===== src/rtl/camera_frame_gen.sv =====
// ============================================================================
//  Module   : camera_frame_gen
//  Brief    : Sensor-side camera conduit transmitter (fval/lval/pixdata),
//             one snapshot frame per falling edge of trigger_n.
//             Optional: CAMERA_FRAME_GEN_CONTINUOUS_EN adds free-running mode.
//  Revision : 1.0 - initial release
// ============================================================================
`default_nettype none

module camera_frame_gen #(
    parameter int H_ACTIVE = 640,
    parameter int V_ACTIVE = 480,
    parameter int H_BLANK  = 16,
    parameter int FV_TO_LV = 4,
    parameter int LV_TO_FV = 4,
    parameter int V_GAP    = 32,
    parameter int DATA_W   = 12
) (
    input  logic              clk,
    input  logic              reset,
`ifdef CAMERA_FRAME_GEN_CONTINUOUS_EN
    input  logic              continuous,
`endif
    input  logic              trigger_n,
    input  logic [1:0]        pattern_sel,
    input  logic [DATA_W-1:0] const_value,
    output logic              fval,
    output logic              lval,
    output logic [DATA_W-1:0] pixdata,
    output logic              busy,
    output logic              frame_done
);

    localparam int C_CNT_A   = (FV_TO_LV > H_BLANK) ? FV_TO_LV : H_BLANK;
    localparam int C_CNT_B   = (LV_TO_FV > V_GAP) ? LV_TO_FV : V_GAP;
    localparam int C_CNT_MAX = (C_CNT_A > C_CNT_B) ? C_CNT_A : C_CNT_B;
    localparam int C_CNT_W   = $clog2(C_CNT_MAX + 1);
    localparam int C_COL_W   = (H_ACTIVE > 1) ? $clog2(H_ACTIVE) : 1;
    localparam int C_ROW_W   = (V_ACTIVE > 1) ? $clog2(V_ACTIVE) : 1;

    typedef enum logic [2:0] {
        S_IDLE   = 3'd0,
        S_PRE    = 3'd1,
        S_LINE   = 3'd2,
        S_HBLANK = 3'd3,
        S_POST   = 3'd4,
        S_GAP    = 3'd5
    } state_t;

    state_t               r_state,   w_nxt_state;
    logic [C_CNT_W-1:0]   r_cnt,     w_nxt_cnt;
    logic [C_COL_W-1:0]   r_col,     w_nxt_col;
    logic [C_ROW_W-1:0]   r_row,     w_nxt_row;
    logic                 r_trig_q;
    logic [1:0]           r_pat;
    logic [DATA_W-1:0]    r_cval;
    logic                 w_edge;
    logic                 w_start;
    logic                 w_done;
    logic                 w_repeat;
    logic [31:0]          w_col_x;
    logic [31:0]          w_row_x;
    logic [DATA_W-1:0]    w_pix;

`ifdef CAMERA_FRAME_GEN_CONTINUOUS_EN
    assign w_repeat = continuous;
`else
    assign w_repeat = 1'b0;
`endif

    assign w_edge = r_trig_q & ~trigger_n;

    always_comb begin
        w_nxt_state = r_state;
        w_nxt_cnt   = r_cnt;
        w_nxt_col   = r_col;
        w_nxt_row   = r_row;
        w_start     = 1'b0;
        w_done      = 1'b0;
        case (r_state)
            S_IDLE: begin
                if (w_edge) begin
                    w_nxt_state = S_PRE;
                    w_nxt_cnt   = '0;
                    w_nxt_col   = '0;
                    w_nxt_row   = '0;
                    w_start     = 1'b1;
                end
            end
            S_PRE: begin
                if (r_cnt == C_CNT_W'(FV_TO_LV - 1)) begin
                    w_nxt_state = S_LINE;
                    w_nxt_cnt   = '0;
                    w_nxt_col   = '0;
                end else begin
                    w_nxt_cnt = r_cnt + 1'b1;
                end
            end
            S_LINE: begin
                if (r_col == C_COL_W'(H_ACTIVE - 1)) begin
                    w_nxt_state = (r_row == C_ROW_W'(V_ACTIVE - 1)) ? S_POST : S_HBLANK;
                    w_nxt_cnt   = '0;
                end else begin
                    w_nxt_col = r_col + 1'b1;
                end
            end
            S_HBLANK: begin
                if (r_cnt == C_CNT_W'(H_BLANK - 1)) begin
                    w_nxt_state = S_LINE;
                    w_nxt_cnt   = '0;
                    w_nxt_col   = '0;
                    w_nxt_row   = r_row + 1'b1;
                end else begin
                    w_nxt_cnt = r_cnt + 1'b1;
                end
            end
            S_POST: begin
                if (r_cnt == C_CNT_W'(LV_TO_FV - 1)) begin
                    w_nxt_state = S_GAP;
                    w_nxt_cnt   = '0;
                    w_done      = 1'b1;
                end else begin
                    w_nxt_cnt = r_cnt + 1'b1;
                end
            end
            S_GAP: begin
                if (r_cnt == C_CNT_W'(V_GAP - 1)) begin
                    w_nxt_cnt = '0;
                    if (w_repeat) begin
                        w_nxt_state = S_PRE;
                        w_nxt_col   = '0;
                        w_nxt_row   = '0;
                        w_start     = 1'b1;
                    end else begin
                        w_nxt_state = S_IDLE;
                    end
                end else begin
                    w_nxt_cnt = r_cnt + 1'b1;
                end
            end
            default: begin
                w_nxt_state = S_IDLE;
                w_nxt_cnt   = '0;
            end
        endcase
    end

    // Pixel is generated from next-cycle coordinates so it lines up with registered lval.
    assign w_col_x = 32'(w_nxt_col);
    assign w_row_x = 32'(w_nxt_row);

    always_comb begin
        w_pix = '0;
        if (w_nxt_state == S_LINE) begin
            case (r_pat)
                2'd0:    w_pix = DATA_W'(w_row_x + w_col_x);
                2'd1:    w_pix = w_col_x[4] ? {DATA_W{1'b1}} : '0;
                2'd2:    w_pix = (w_row_x[3] ^ w_col_x[3]) ? {DATA_W{1'b1}} : '0;
                default: w_pix = r_cval;
            endcase
        end
    end

    always_ff @(posedge clk) begin
        if (reset) begin
            r_state    <= S_IDLE;
            r_cnt      <= '0;
            r_col      <= '0;
            r_row      <= '0;
            r_trig_q   <= 1'b1;
            r_pat      <= '0;
            r_cval     <= '0;
            fval       <= 1'b0;
            lval       <= 1'b0;
            pixdata    <= '0;
            busy       <= 1'b0;
            frame_done <= 1'b0;
        end else begin
            r_state    <= w_nxt_state;
            r_cnt      <= w_nxt_cnt;
            r_col      <= w_nxt_col;
            r_row      <= w_nxt_row;
            r_trig_q   <= trigger_n;
            if (w_start) begin
                r_pat  <= pattern_sel;
                r_cval <= const_value;
            end
            fval       <= (w_nxt_state == S_PRE) || (w_nxt_state == S_LINE) ||
                          (w_nxt_state == S_HBLANK) || (w_nxt_state == S_POST);
            lval       <= (w_nxt_state == S_LINE);
            pixdata    <= w_pix;
            busy       <= (w_nxt_state != S_IDLE);
            frame_done <= w_done;
        end
    end

endmodule

`default_nettype wire


===== config.mk =====
export PLATFORM = sky130hd
export DESIGN_NAME = camera_frame_gen
export DESIGN_NICKNAME = d
export VERILOG_FILES = /design/src/rtl/camera_frame_gen.sv
export SDC_FILE = /design/constraint.sdc
export NUM_CORES = 1
export LEC_CHECK = 0
export CELL_PAD_IN_SITES_DETAIL_PLACEMENT = 2
export CELL_PAD_IN_SITES_GLOBAL_PLACEMENT = 2
export CORE_MARGIN = 2
export CORE_UTILIZATION = 34
export CTS_CLUSTER_DIAMETER = 200
export DETAILED_ROUTE_END_ITERATION = 7
export GPL_TIMING_DRIVEN = 1
export PLACE_DENSITY = 0.84
export SKIP_LAST_GASP = 1
export SLEW_MARGIN = 20
export SYNTH_ARGS = -nofsm -noshare
export SYNTH_HDL_FRONTEND = slang
export SYNTH_SLANG_ARGS = --single-unit
export TNS_END_PERCENT = 100

===== constraint.sdc =====
create_clock -name clk -period 3.7 [get_ports clk]
set_input_delay 0.37 -clock clk [delete_from_list [all_inputs] [get_ports clk]]
set_output_delay 0.37 -clock clk [all_outputs]
set_load 0.01 [all_outputs]

==> results.json, run 1 <==
{
  "num_io_pins": 33,
  "crit_family": "compound AO/OA/AOI/OAI gates",
  "path_buf_inv": 0,
  "htreeDepth": 3,
  "path_clk_slew_ps": 70,
  "clk-insertion-delay-late_ps": 360,
  "end_kind": "flip-flop",
  "ys.flop_type": "dfxtp_1",
  "dr.pass1.iters": 4,
  "drive_gt1_frac": 0.145,
  "synth_commonest_cells": "59 x dfxtp_1, 58 x nand2_1, 48 x a21oi_1",
  "pre_cts_slack_ps": -89.6,
  "yosysSeqAreaShare": 0.351,
  "die_x_um": 104,
  "rr_endpoint": "pixdata[8]$_SDFF_PP0_",
  "outcome": "finished, final reports clean",
  "area_growth_pct": 26.6,
  "fin_nets": 516,
  "synth_edf_count": 0,
  "yosysTopAreaCell": "dfxtp_1",
  "rrSetupSlack_ps": 8,
  "tightestPinTransition_ps": 692,
  "yosys_register_bits": 59,
  "clockRootBuffer": "clkbuf_8",
  "synthTopCellsByArea": "dfxtp_1 35%, a21oi_1 7.1%, nand2_1 6.5%, o21ai_0 6.1%, ha_1 4.5%",
  "hold_start": "r_cval[2]$_SDFFE_PP0P_",
  "worstPathCellList": "ha_1, nand3_1, nor2_2, a21oi_2, a22o_1, ha_1, fa_2, a211oi_4, o21ai_0, a31oi_1, nor3_1, a211oi_1, a21oi_1",
  "antenna_found_initial": 0,
  "syn_nets": 462,
  "stdcell_count": 624,
  "skew_ps": 11.0,
  "drv_slew": 0,
  "multi_input_area_um2": 2110,
  "netlist.area_leader.share": 0.351,
  "syn_area_um2": 3370,
  "register_area_um2": 1180,
  "clockBufferDepth": 2,
  "setup_viol": 0,
  "hp-class": "flip-flop to flip-flop",
  "period_share": 0.998,
  "slowest_stage": "dfxtp_1",
  "place_inst": 599,
  "maxCapViolCount": 0,
  "fmax_ghz": 0.271,
  "postSynthCellCount": 432,
  "power_leakage_nw": 1.61,
  "track_usage": 0.237,
  "dieHeight_um": 104,
  "hold_path_end": "r_cval[2]$_SDFFE_PP0P_",
  "postSynth.asyncResetShare": 0,
  "vias": 3607,
  "core_area_um2": 9680,
  "power_density_nw_per_um2": 341,
  "ff2ff_path_depth": 13,
  "setup_ws_ps": 8.19,
  "fin_total_pwr_mw": 1.45,
  "cts_tree": "done",
  "grt_pass1_vias": 3822,
  "antenna_cells": 0,
  "drc": 0,
  "grt_max_degree": 48,
  "synth_area_per_cell_um2": 7.79,
  "numCtsBuffers": 9,
  "worstPathMaxFanout": 7,
  "initial_core_util": 0.348,
  "r2r-start": "r_col[0]$_SDFF_PP0_",
  "rows": 36,
  "worstPathArrival_ps": 3910,
  "critical_path.max_stage_delay_ps": 440,
  "io_buffers": 32,
  "routedWlPerCell_um": 21.4,
  "path_common_cell": "ha_1",
  "fillers": 1093,
  "finalHoldViolations": 0,
  "place.gp.congestion": 0.805,
  "drt-vias-per-instance": 5.78,
  "cts.sinks": 59,
  "period_minus_slack_ps": 3690,
  "grt_pass1_wl_um": 20200,
  "cp-start-kind": "flip-flop",
  "dieArea_um2": 10700,
  "yosysMostFrequentCell": "dfxtp_1",
  "yosysUniqueCellTypes": 58,
  "drt_iter0_markers": 141,
  "drt_wl_total_um": 13400,
  "ant_nets": 0,
  "relSlewSlack": 0.534,
  "vdd_drop_max_mv": 0.168,
  "crit_type": "flip-flop to flip-flop",
  "cp.required_ps": 3920,
  "min_path_cells": 2,
  "synth_warnings": 0,
  "grt_overflow": 0,
  "hpwlAfterDp_um": 8630
}
==> how the worst max path moves through the flow <==
stage | startpoint | slack (ps) | endpoint | depth (start not counted)
after global routing | r_cnt[1]$_SDFFE_PP0P_ | -230 | pixdata[10]$_SDFF_PP0_ | 15
final | r_col[0]$_SDFF_PP0_ | 8 | pixdata[8]$_SDFF_PP0_ | 13
after detailed placement | trigger_n | -90 | pixdata[9]$_SDFF_PP0_ | 13
after global placement | trigger_n | 40 | pixdata[8]$_SDFF_PP0_ | 13
after floorplan | r_cnt[0]$_SDFFE_PP0P_ | 350 | pixdata[8]$_SDFF_PP0_ | 13
after CTS | r_cnt[0]$_SDFFE_PP0P_ | -4 | pixdata[10]$_SDFF_PP0_ | 13
==> state kept, by name, summed over array words and instances (netlist names) <==
signal / flops
pixdata: 12
r_cval: 12
r_col: 10
r_row: 9
r_cnt: 6
r_state: 3
r_pat: 2
busy: 1
frame_done: 1
fval: 1
lval: 1
r_trig_q: 1
==> kinds of logic after synthesis <==
group | Yosys count | share of synthesized area
simple gates | 177 | 0.272
compound gates | 147 | 0.270
flops | 59 | 0.351
buf+inv | 30 | 0.0401
fa+ha+maj | 13 | 0.0505
xor+xnor | 4 | 0.0104
mux | 2 | 0.00595
==> final cells by class <==
type | instances | share of cell area
multi-input combinational | 343 | 0.494
sequential | 59 | 0.277
timing repair buffer | 64 | 0.132
tap | 133 | 0.0390
clock buffer | 11 | 0.0308
clock inverter | 5 | 0.0182
inverter | 9 | 0.00792
==> timing repair <==
item | CTS | global route
pin swaps | 1 | 8
hold endpoints to repair | 0 | 0
buffers inserted | 2 | 7
hold buffers | 0 | 0
gates resized for setup | 3 | 19
setup endpoints to repair | 4 | 8
==> layout by cell type (no fill, tap or decap), drive strengths merged, types with 3 or more instances in the layout <==
cell	Yosys	final
clkdlybuf4s50	0	32
clkbuf	15	11
nand2	58	58
o211ai	4	4
a21o	10	10
a31oi	13	13
o21ai	42	42
nor2	29	29
a21oi	50	50
or3b	3	3
a22o	3	3
and3	4	4
xnor2	3	3
dfxtp	59	59
or3	3	3
and2	4	4
a311oi	3	3
nand2b	6	6
o31ai	3	3
nor2b	20	20
nor3b	6	6
ha	12	12
nor3	14	14
nand3	13	13
a211oi	6	6
inv	9	9
nor4	5	5
nand4	4	4
buf	6	32
==> power by group <==
part           switching (mW)  internal (mW)  leakage (nW)
clock network           0.287          0.377         0.103
logic                  0.0724         0.0545          1.03
registers              0.0135          0.650         0.479
total                   0.373           1.08          1.61
==> stage by stage <==
stage | area, µm² | util | TNS, ps | hold WS [ps]
after floorplan | 3370 | - | 0 | 433
after global placement | 3930 | 0.405 | 0 | 443
after detailed placement | 3930 | 0.405 | -235 | 448
after CTS | 4160 | 0.430 | -4.29 | 458
after global routing | 4260 | 0.440 | -699 | 481
final | 4260 | 0.440 | 0 | 456
==> metal layers <==
layer / track usage / vias up / routed length (µm)
met4: 0.0869 / 0 / 527
met3: 0.0453 / 39 / 421
met1: 0.273 / 1800 / 5430
li1: - / 1676 / -
met2: 0.433 / 92 / 6980
met5: 0 / - / 0
==> worst min-delay path, delay by kind of cell (launching register included) <==
kind / cells / cell delay, ps
and+or+nand+nor: 1 / 50
DFF: 1 / 310
AOI/OAI and AO/OA: 1 / 50
Power figures use the tool's default switching activity.
==> inputs of run 2 (changes only) <==
Settings changed: GPL_TIMING_DRIVEN 1 to 0.
==> run 2 against run 1 <==
  * Fmax rose by 3.1%
  * Clock power fell by 6.6%
  * Clock skew rose by 10 ps
  * Register-to-register slack improved by 110 ps
  * Final cell count fell by 0.80%
  * Routed wire length fell by 6.8%
==> results.json, run 2 (synthesis results as in run 1) <==
{
  "outcome": "finished, final reports clean",
  "routedWlPerCell_um": 20.1,
  "hpwlAfterDp_um": 8920,
  "grt_max_degree": 12,
  "reg_top3": "pixdata x12, r_cval x12, r_col x10",
  "r2r-start": "r_cnt[0]$_SDFFE_PP0P_",
  "vdd_drop_max_mv": 0.167,
  "crit_family": "compound AO/OA/AOI/OAI gates",
  "core_area_um2": 9680,
  "tightestPinTransition_ps": 774,
  "layout_commonest_cell": "nand2_1",
  "setup_viol": 0,
  "antenna_found_initial": 0,
  "maxCapViolCount": 0,
  "final.setup.tns_ps": 0,
  "place.gp.congestion": 0.819,
  "power_density_nw_per_um2": 335,
  "ant_nets": 0,
  "drt_iter0_markers": 105,
  "drive_gt1_frac": 0.126,
  "final_core_utilization": 0.435,
  "mostFrequentLayoutCells": "58 x nand2_1, 57 x dfxtp_1, 47 x a21oi_1, 39 x o21ai_0, 32 x clkdlybuf4s50_1",
  "ff2ff_path_depth": 15,
  "fillers": 1120,
  "grt_pass1_vias": 3847,
  "fin_total_pwr_mw": 1.41,
  "critical_path.max_stage_delay_ps": 400,
  "fin_nets": 511,
  "pwr-share-clk": 0.440,
  "rows": 36,
  "drt_wl_total_um": 12400,
  "worstPathMaxFanout": 7,
  "drt-vias-per-instance": 5.66,
  "crit_type": "flip-flop to flip-flop",
  "fmax_ghz": 0.279,
  "clockBufferDepth": 2,
  "period_minus_slack_ps": 3580,
  "htreeDepth": 3,
  "timing.critical_path.from": "r_cnt[0]$_SDFFE_PP0P_",
  "track_usage": 0.235,
  "dr.pass1.iters": 4,
  "path_buf_inv": 2,
  "numCtsBuffers": 9,
  "power_leakage_nw": 1.56,
  "grt_overflow": 0,
  "register_area_um2": 1190,
  "holdBufCountCts": 0,
  "clk-insertion-delay-late_ps": 360,
  "path_common_cell": "o21ai_0",
  "cts.sinks": 59,
  "stdcell_count": 619,
  "dieArea_um2": 10700,
  "skew_ps": 20.9,
  "cp-start-kind": "flip-flop",
  "grt_pass1_wl_um": 20200,
  "antenna_cells": 0,
  "die_x_um": 104,
  "place_inst": 597,
  "num_io_pins": 33,
  "internal_power_mw": 1.03,
  "vias": 3501,
  "relSlewSlack": 0.479,
  "drv_slew": 0,
  "hp-class": "flip-flop to flip-flop",
  "hold_start": "r_cval[2]$_SDFFE_PP0P_",
  "pwr-share-seq": 0.469,
  "cp.depth": 15,
  "min_path_cells": 2,
  "drc": 0,
  "multi_input_area_um2": 2150,
  "slowest_stage": "ha_1",
  "initial_core_util": 0.348,
  "period_share": 0.967,
  "io_buffers": 32,
  "sw_frac_of_total": 0.270,
  "pwr-share-comb": 0.091,
  "worstPathCellList": "ha_4, nor3b_4, buf_4, buf_4, nand2_1, a311o_1, o21ai_0, o21ai_0, ha_1, o21ai_0, o21ai_0, a41oi_2, nor3_1, a31oi_1, a21oi_2",
  "cts_tree": "done",
  "area_growth_pct": 25.1,
  "finalHoldViolations": 0,
  "dieHeight_um": 104,
  "clockRootBuffer": "clkbuf_8",
  "worstPathArrival_ps": 3820,
  "cp.required_ps": 3940,
  "p_sw_uw": 381,
  "end_kind": "flip-flop",
  "path_clk_slew_ps": 90
}
-- run 2: cell types whose count changed in the layout (fill, tap and decap cells not counted), sizes merged --
cell and change:
buf -19, bufinv -1, clkbuf +13, clkinv +2
-- run 2: through the flow --
stage / cell area, µm² / hold WS, ps / setup slack (ps)
after floorplan: 3370 / 433 / 352
after global placement: 3850 / 443 / -412
after detailed placement: 3850 / 457 / -474
after CTS: 4130 / 468 / 7.24
after global routing: 4210 / 483 / -72.1
final: 4210 / 463 / 120
-- run 2: final cells by class --
class,count,area share
sequential,59,0.282
clock buffer,10,0.0327
multi-input combinational,343,0.511
tap,133,0.0395
clock inverter,6,0.0154
inverter,9,0.00802
timing repair buffer,39,0.0885
buffer,20,0.0238
-- run 2: worst reg2reg max path, delay by kind of cell, from the launching register on --
family / cells / cell delay [ps]
AOI/OAI and AO/OA: 8 / 1820
and+or+nand+nor: 3 / 380
buffers and inverters: 2 / 280
DFF: 1 / 380
adders and majority gates: 2 / 580
-- run 2: layer usage --
metal  vias up  global-route usage  wire length, µm
met1      1749               0.263             5070
met3        22              0.0308              303
li1       1662                   -                -
met5         -                   0                0
met2        68               0.447             6810
met4         0              0.0917              265
-- run 2: worst paths after layout --
check                                 to  slack (ps)
setup / recovery   pixdata[9]$_SDFF_PP0_         120
hold / removal    r_cval[2]$_SDFFE_PP0P_         460
setup reg to reg   pixdata[9]$_SDFF_PP0_         120
hold reg to reg   r_cval[2]$_SDFFE_PP0P_         460
-- run 2: what timing repair did --
| item | in CTS | in global routing |
|---|---|---|
| endpoints found under the setup margin | 5 | 5 |
| resized for setup | 10 | 19 |
| setup buffers | 4 | 3 |
| pin swaps | 2 | 8 |
| gates cloned | 0 | 0 |
-- run 2: power groups by stage --
stage,logic [mW],registers [mW],clock network (mW)
after CTS,0.127,0.661,0.628
after detailed placement,0.123,0.675,0
final,0.129,0.661,0.620
after global placement,0.117,0.673,0
after floorplan,0.0698,0.672,0
after global routing,0.141,0.662,0.652
